==> src/rtl/ptw_pkg.sv <==
// Shared types and constants for the page-table-walk AXI read port.
// Latency: n/a (package only).
// Backpressure: n/a (package only).
package ptw_pkg;

    // Walk sequencer states: arbitrate, address phase, data phase, response pulse.
    typedef enum logic [1:0] {
        IDLE = 2'd0,
        ADDR = 2'd1,
        DATA = 2'd2,
        RESP = 2'd3
    } ptw_state_t;

    // Which TLB walker owns the current (or most recent) walk.
    typedef enum logic {
        REQ_I = 1'b0,
        REQ_D = 1'b1
    } ptw_req_t;

    localparam logic [1:0] AXI_BURST_INCR = 2'b01;
    localparam logic [1:0] AXI_RESP_OKAY  = 2'b00;
    localparam logic [2:0] PTE_ARSIZE     = 3'd3;   // 8-byte PTE, one beat
    localparam logic [2:0] PTE_ARPROT     = 3'b001; // privileged, secure, data

endpackage

==> src/rtl/ptw_req_capture.sv <==
// Per-requester pulse latch: remembers one pending PTE fetch and its address.
// Latency: pend/addr valid the cycle after the request pulse.
// Backpressure: none; a new pulse while pending overwrites the address (last wins).
//
// Ports:
//   CLK, RST     clock, synchronous active-high reset
//   req_valid    one-cycle fetch pulse from the TLB walker
//   req_addr     PTE address accompanying the pulse
//   grant_clr    arbiter has taken this request; drop the pending flag
//   pend         request waiting for arbitration
//   addr         latched PTE address
module ptw_req_capture #(
    parameter int ADDR_WIDTH = 64
) (
    input  logic                  CLK,
    input  logic                  RST,
    input  logic                  req_valid,
    input  logic [ADDR_WIDTH-1:0] req_addr,
    input  logic                  grant_clr,
    output logic                  pend,
    output logic [ADDR_WIDTH-1:0] addr
);

    // A pulse in the same cycle as the grant is a new request: the grant
    // consumed the old address, so the set must win over the clear.
    always_ff @(posedge CLK) begin
        if (RST) begin
            pend <= 1'b0;
            addr <= '0;
        end else if (req_valid) begin
            pend <= 1'b1;
            addr <= req_addr;
        end else if (grant_clr) begin
            pend <= 1'b0;
        end
    end

endmodule

==> src/rtl/ptw_axi_read_port.sv <==
// Shared PTW memory port: round-robin ITLB/DTLB walks onto single-beat AXI4 reads.
// Latency: grant=0, ARVALID=1, R accepted at first RVALID after AR, response pulse the cycle after.
// Backpressure: ARVALID held until ARREADY; one walk outstanding; requests queue one deep per TLB.
//
// Ports:
//   CLK, RST                       clock, synchronous active-high reset
//   I_REQ_*/D_REQ_*                one-cycle PTE fetch pulses + address from each TLB
//   I_RESP_*/D_RESP_*              one-cycle PTE return pulse, data, access fault
//   M_AR*                          AXI4 read address channel (master)
//   M_R*                           AXI4 read data channel (master)
// Build option: define PTW_RRESP_ERR_EN to report SLVERR/DECERR on *_RESP_ERR
// instead of returning the beat as valid data.
module ptw_axi_read_port
    import ptw_pkg::*;
#(
    parameter int ADDR_WIDTH   = 64,
    parameter int DATA_WIDTH   = 64,
    parameter int AXI_ID_WIDTH = 4,
    parameter int I_ARID       = 0,
    parameter int D_ARID       = 1
) (
    input  logic                    CLK,
    input  logic                    RST,
    input  logic                    I_REQ_VALID,
    input  logic [ADDR_WIDTH-1:0]   I_REQ_ADDR,
    output logic                    I_RESP_VALID,
    output logic [DATA_WIDTH-1:0]   I_RESP_DATA,
    output logic                    I_RESP_ERR,
    input  logic                    D_REQ_VALID,
    input  logic [ADDR_WIDTH-1:0]   D_REQ_ADDR,
    output logic                    D_RESP_VALID,
    output logic [DATA_WIDTH-1:0]   D_RESP_DATA,
    output logic                    D_RESP_ERR,
    output logic                    M_ARVALID,
    input  logic                    M_ARREADY,
    output logic [ADDR_WIDTH-1:0]   M_ARADDR,
    output logic [AXI_ID_WIDTH-1:0] M_ARID,
    output logic [7:0]              M_ARLEN,
    output logic [2:0]              M_ARSIZE,
    output logic [1:0]              M_ARBURST,
    output logic [2:0]              M_ARPROT,
    input  logic                    M_RVALID,
    output logic                    M_RREADY,
    input  logic [DATA_WIDTH-1:0]   M_RDATA,
    input  logic [AXI_ID_WIDTH-1:0] M_RID,
    input  logic [1:0]              M_RRESP,
    input  logic                    M_RLAST
);

    localparam logic [AXI_ID_WIDTH-1:0] I_ID = I_ARID[AXI_ID_WIDTH-1:0];
    localparam logic [AXI_ID_WIDTH-1:0] D_ID = D_ARID[AXI_ID_WIDTH-1:0];

    ptw_state_t            state_q, state_d;
    ptw_req_t              last_grant_q;
    ptw_req_t              owner_q;
    logic [ADDR_WIDTH-1:0] ar_addr_q;
    logic [AXI_ID_WIDTH-1:0] ar_id_q;
    logic [DATA_WIDTH-1:0] i_data_q, d_data_q;
    logic                  rsp_err;

    logic                  pend_i, pend_d;
    logic [ADDR_WIDTH-1:0] addr_i, addr_d;
    logic                  grant_i, grant_d;
    logic                  ar_hs, r_hs, r_ok;

    ptw_req_capture #(.ADDR_WIDTH(ADDR_WIDTH)) u_cap_i (
        .CLK       (CLK),
        .RST       (RST),
        .req_valid (I_REQ_VALID),
        .req_addr  (I_REQ_ADDR),
        .grant_clr (grant_i),
        .pend      (pend_i),
        .addr      (addr_i)
    );

    ptw_req_capture #(.ADDR_WIDTH(ADDR_WIDTH)) u_cap_d (
        .CLK       (CLK),
        .RST       (RST),
        .req_valid (D_REQ_VALID),
        .req_addr  (D_REQ_ADDR),
        .grant_clr (grant_d),
        .pend      (pend_d),
        .addr      (addr_d)
    );

    // Round-robin: on a tie, the requester not served last time wins.
    always_comb begin
        grant_i = 1'b0;
        grant_d = 1'b0;
        if (state_q == IDLE) begin
            if (pend_i && (!pend_d || last_grant_q == REQ_D)) begin
                grant_i = 1'b1;
            end else if (pend_d) begin
                grant_d = 1'b1;
            end
        end
    end

    assign ar_hs = M_ARVALID && M_ARREADY;
    assign r_hs  = M_RVALID && M_RREADY;

    // Only one read is ever outstanding, so RID/RLAST carry no information.
`ifdef PTW_RRESP_ERR_EN
    assign r_ok = (M_RRESP == AXI_RESP_OKAY);
    logic unused_inputs;
    assign unused_inputs = ^{M_RID, M_RLAST, addr_i[2:0], addr_d[2:0]};
`else
    assign r_ok = 1'b1;
    logic unused_inputs;
    assign unused_inputs = ^{M_RID, M_RLAST, M_RRESP, addr_i[2:0], addr_d[2:0]};
`endif

    // ---------------- FSM: state register ----------------
    always_ff @(posedge CLK) begin
        if (RST) begin
            state_q <= IDLE;
        end else begin
            state_q <= state_d;
        end
    end

    // ---------------- FSM: next state ----------------
    always_comb begin
        state_d = state_q;
        case (state_q)
            IDLE: if (grant_i || grant_d) state_d = ADDR;
            ADDR: if (ar_hs)              state_d = DATA;
            DATA: if (r_hs)               state_d = RESP;
            RESP:                         state_d = IDLE;
            default:                      state_d = IDLE;
        endcase
    end

    // ---------------- Datapath registers ----------------
    always_ff @(posedge CLK) begin
        if (RST) begin
            last_grant_q <= REQ_D;
            owner_q      <= REQ_I;
            ar_addr_q    <= '0;
            ar_id_q      <= '0;
            i_data_q     <= '0;
            d_data_q     <= '0;
        end else begin
            if (grant_i) begin
                last_grant_q <= REQ_I;
                owner_q      <= REQ_I;
                ar_addr_q    <= {addr_i[ADDR_WIDTH-1:3], 3'b000};
                ar_id_q      <= I_ID;
            end else if (grant_d) begin
                last_grant_q <= REQ_D;
                owner_q      <= REQ_D;
                ar_addr_q    <= {addr_d[ADDR_WIDTH-1:3], 3'b000};
                ar_id_q      <= D_ID;
            end
            // Faulted beats leave the previous PTE in place.
            if (r_hs && r_ok) begin
                if (owner_q == REQ_I) i_data_q <= M_RDATA;
                else                  d_data_q <= M_RDATA;
            end
        end
    end

`ifdef PTW_RRESP_ERR_EN
    logic err_q;
    always_ff @(posedge CLK) begin
        if (RST) begin
            err_q <= 1'b0;
        end else if (r_hs) begin
            err_q <= !r_ok;
        end
    end
    assign rsp_err = err_q;
`else
    assign rsp_err = 1'b0;
`endif

    // ---------------- FSM: outputs ----------------
    // Static AR fields are only driven while the address is presented, so
    // the whole AR channel reads as zero out of reset.
    always_comb begin
        M_ARVALID    = (state_q == ADDR);
        M_ARADDR     = ar_addr_q;
        M_ARID       = ar_id_q;
        M_ARLEN      = 8'd0;
        M_ARSIZE     = M_ARVALID ? PTE_ARSIZE     : 3'd0;
        M_ARBURST    = M_ARVALID ? AXI_BURST_INCR : 2'd0;
        M_ARPROT     = M_ARVALID ? PTE_ARPROT     : 3'd0;
        M_RREADY     = (state_q == DATA);
        I_RESP_VALID = (state_q == RESP) && (owner_q == REQ_I) && !rsp_err;
        D_RESP_VALID = (state_q == RESP) && (owner_q == REQ_D) && !rsp_err;
        I_RESP_ERR   = (state_q == RESP) && (owner_q == REQ_I) && rsp_err;
        D_RESP_ERR   = (state_q == RESP) && (owner_q == REQ_D) && rsp_err;
        I_RESP_DATA  = i_data_q;
        D_RESP_DATA  = d_data_q;
    end

endmodule

==> config.mk <==
export PLATFORM = sky130hd
export DESIGN_NAME = ptw_axi_read_port
export DESIGN_NICKNAME = d
export VERILOG_FILES = /design/src/rtl/ptw_pkg.sv /design/src/rtl/ptw_req_capture.sv /design/src/rtl/ptw_axi_read_port.sv
export SDC_FILE = /design/constraint.sdc
export NUM_CORES = 1
export LEC_CHECK = 0
export BUFFER_PORTS_ARGS = -buffer_cell sky130_fd_sc_hd__buf_4
export CAP_MARGIN = 10
export CORE_ASPECT_RATIO = 0.8
export CORE_MARGIN = 2
export CORE_UTILIZATION = 40
export CTS_CLUSTER_SIZE = 40
export DETAILED_ROUTE_END_ITERATION = 12
export PLACE_DENSITY = 0.71
export SLEW_MARGIN = 20
export SYNTH_ARGS = -nofsm -noshare
export SYNTH_HDL_FRONTEND = slang
export SYNTH_SLANG_ARGS = --single-unit
==> constraint.sdc <==
create_clock -name CLK -period 1.7 [get_ports CLK]
set_input_delay 0.255 -clock CLK [delete_from_list [all_inputs] [get_ports CLK]]
set_output_delay 0.255 -clock CLK [all_outputs]
set_load 0.02 [all_outputs]
==> impl_metrics.tcl <==
set metrics [dict create \
    outcome "finished, final reports clean" \
    dr_total_vias 11587 \
    critical_path_arrival_ps 1420 \
    rsz0062_at_grt "yes" \
    cts_tree "yes" \
    setup_tns_ps 0 \
    worstSkewPairLatency_ps 510 \
    rows 57 \
    top_layer_used "met4" \
    p_total_mw 21.8 \
    final-setup-viol-count 0 \
    yosysTopAreaCell "dfxtp_1" \
    hold_violations 0 \
    reg2reg_slack_ps 30 \
    hold_ws_ps 30.5 \
    fillers 2419 \
    yosysUniqueCellTypes 28 \
    synth_top_area_share_pct 51.8 \
    post_synth.cell_area_avg_um2 8.99 \
    grt_max_degree 76 \
    finalNonFillerCells 2336 \
    grt_first_pass_wirelength_um 61400 \
    period_needed_ps 1680 \
    dieWidth_um 200 \
    place_hpwl_um 25000 \
    synth_area_mm2 0.0123 \
    hp-class "input port to register" \
    met1_length_um 16600 \
    start_util_pct 40.5 \
    routed-wl-met3_um 3240 \
    clock_skew_ps 12.2 \
    grt_usage_pct 23.9 \
    ir_drop_mv 0.608 \
    placed_cells 2091 \
    die_h_um 161 \
    drive_gt1_share_pct 29.4 \
    grt_pass1_vias 11512 \
    vias_per_cell 4.96 \
    cts_buffers 35 \
    drc_errors 0 \
    max_freq_mhz 596 \
    ant_nets 0 \
    cts_root_buf "clkbuf_16" \
    gp_congestion 0.774 \
    fin_crit_sh_pct 98.7 \
    first_iter_violations 547 \
    clkTransAtPathRegs_ps 60 \
    power.leakage_nw 7.92 \
    path_class "register to output port" \
    clock_sinks 317 \
    cts.path.max_buffers 3 \
    wl_met2_um 19200 \
    gr-total-overflow 0 \
    synth_seq_cells 317 \
    dieArea_mm2 0.0321 \
    wire_per_inst_um 17.2 \
    wl_um 40200 \
    finalMaxSlewViolations 0 \
    critPathCaptureType "output port" \
    final_nets 2106 \
    synth_area_leaders "dfxtp_1, nand2_1, mux2i_1" \
    io_buffers 389 \
    cp_max_fo 6 \
    cellPowerDensity_mw_per_mm2 1160 \
    areaGrowthSynthToFinish_pct 53.3 \
    fin_util_pct 62.1 \
    start_kind "register" \
    design.core.area_mm2 0.0302 \
    worstPathRequired_ps 1440 \
    yosys_warnings 0 \
    ys_seq_area_share_pct 51.8 \
    htree_levels 2 \
    antenna_found_initial 5 \
    io_pins 423 \
    syn_inst 1363 \
    drv_cap 0 \
    firstDrtPassIters 5 \
]
==> cells in the mapped netlist <==
cell        n
a21bo_2     1
nor2_1    126
nor3b_1     1
inv_1       4
buf_2      31
dfxtp_1   317
and3_1      1
and3b_1     1
nor2b_1     4
nand3b_1    1
clkbuf_1   60
mux2i_1   123
o21ai_0     2
o211a_1     1
and2_1      2
nor3_1     63
ha_1        5
buf_4      27
buf_6       7
buf_1       9
a311oi_2   60
nand2_1   382
a311oi_1    1
nand3_1     1
conb_1      1
or4_1       1
or2_1       1
a21oi_1   130
==> registers in the layout, indices dropped and copies added (netlist names) <==
register      count
D_RESP_DATA      64
I_RESP_DATA      64
M_ARADDR         61
u_cap_d.addr     61
u_cap_i.addr     61
state_q           2
M_ARID            1
last_grant_q      1
u_cap_d.pend      1
u_cap_i.pend      1
==> worst max-delay path, stage by stage, from the launching register on <==
cell and delay (ps):
dfxtp_4 380, clkinvlp_4 150, ha_4 240, buf_6 140
==> cells by family after synthesis <==
family                   synth area share, %
other                                 0.0306
flip-flops                              51.8
AO/OA/AOI/OAI                           13.0
adder cells (fa/ha/maj)                0.511
AND/OR/NAND/NOR                         18.8
multiplexers                            10.0
buffers and inverters                   5.80
==> what timing repair did <==
action,4_1_cts,5_1_grt
setup buffers,1,1
endpoints found under the setup margin,8,65
pin swaps,1,1
hold buffers,179,0
cloned,0,1
resized for setup,11,10
endpoints found under the hold margin,237,0
==> routing by layer <==
layer	global-route usage, %	up-vias
met4	9.12	0
met5	0	-
met2	40.1	423
li1	-	5575
met1	29.2	5501
met3	6.26	88
==> where the power goes <==
group / internal [mW] / switching (mW) / leakage (nW) / total, mW
Clock: 4.70 / 3.04 / 0.584 / 7.74
Sequential: 8.12 / 0.430 / 2.59 / 8.55
Combinational: 2.51 / 3.04 / 4.75 / 5.54
Total: 15.3 / 6.51 / 7.92 / 21.8
==> stage by stage <==
| step | worst slack, ps | instance area, µm² |
|---|---|---|
| finish | 21.6 | 18800 |
| global route | -57.0 | 18800 |
| CTS | -20.9 | 18700 |
| detailed placement | 37.8 | 15700 |
| global placement | 114 | 15700 |
| floorplan | 79.1 | 12300 |
==> cell type report <==
cell class / count / area, µm² / area share [%]
well taps: 413 / 517 / 2.75
multi-input cells: 927 / 5340 / 28.4
repair buffers: 611 / 5370 / 28.6
flip-flops and latches: 317 / 6350 / 33.8
clock buffers: 52 / 1080 / 5.76
diodes: 5 / 12.5 / 0.0666
clock inverters: 7 / 95.1 / 0.506
inverters: 4 / 18.8 / 0.0999
==> final timing paths <==
kind                                    start  depth (start not counted)                             to
setup / recovery      state_q[1]$_SDFFE_PP0P_                          3                    M_ARPROT[0]
hold / removal                 D_REQ_ADDR[44]                          3  u_cap_d.addr[44]$_SDFFE_PP0P_
setup reg to reg      state_q[1]$_SDFFE_PP0P_                          5        state_q[0]$_SDFFE_PP0P_
hold reg to reg   D_RESP_DATA[6]$_SDFFE_PP0P_                          2    D_RESP_DATA[6]$_SDFFE_PP0P_
==> cells in the final DEF, fill, tap and decap left out, types with 23 or more instances in the layout <==
| master | n |
|---|---|
| a311oi_2 | 60 |
| mux2i_1 | 123 |
| nor2_1 | 126 |
| nor3_1 | 63 |
| buf_4 | 402 |
| buf_12 | 23 |
| dlygate4sd3_1 | 179 |
| clkbuf_16 | 38 |
| dfxtp_1 | 314 |
| a21oi_1 | 130 |
| nand2_1 | 380 |
(Power assumes the default switching activity.)
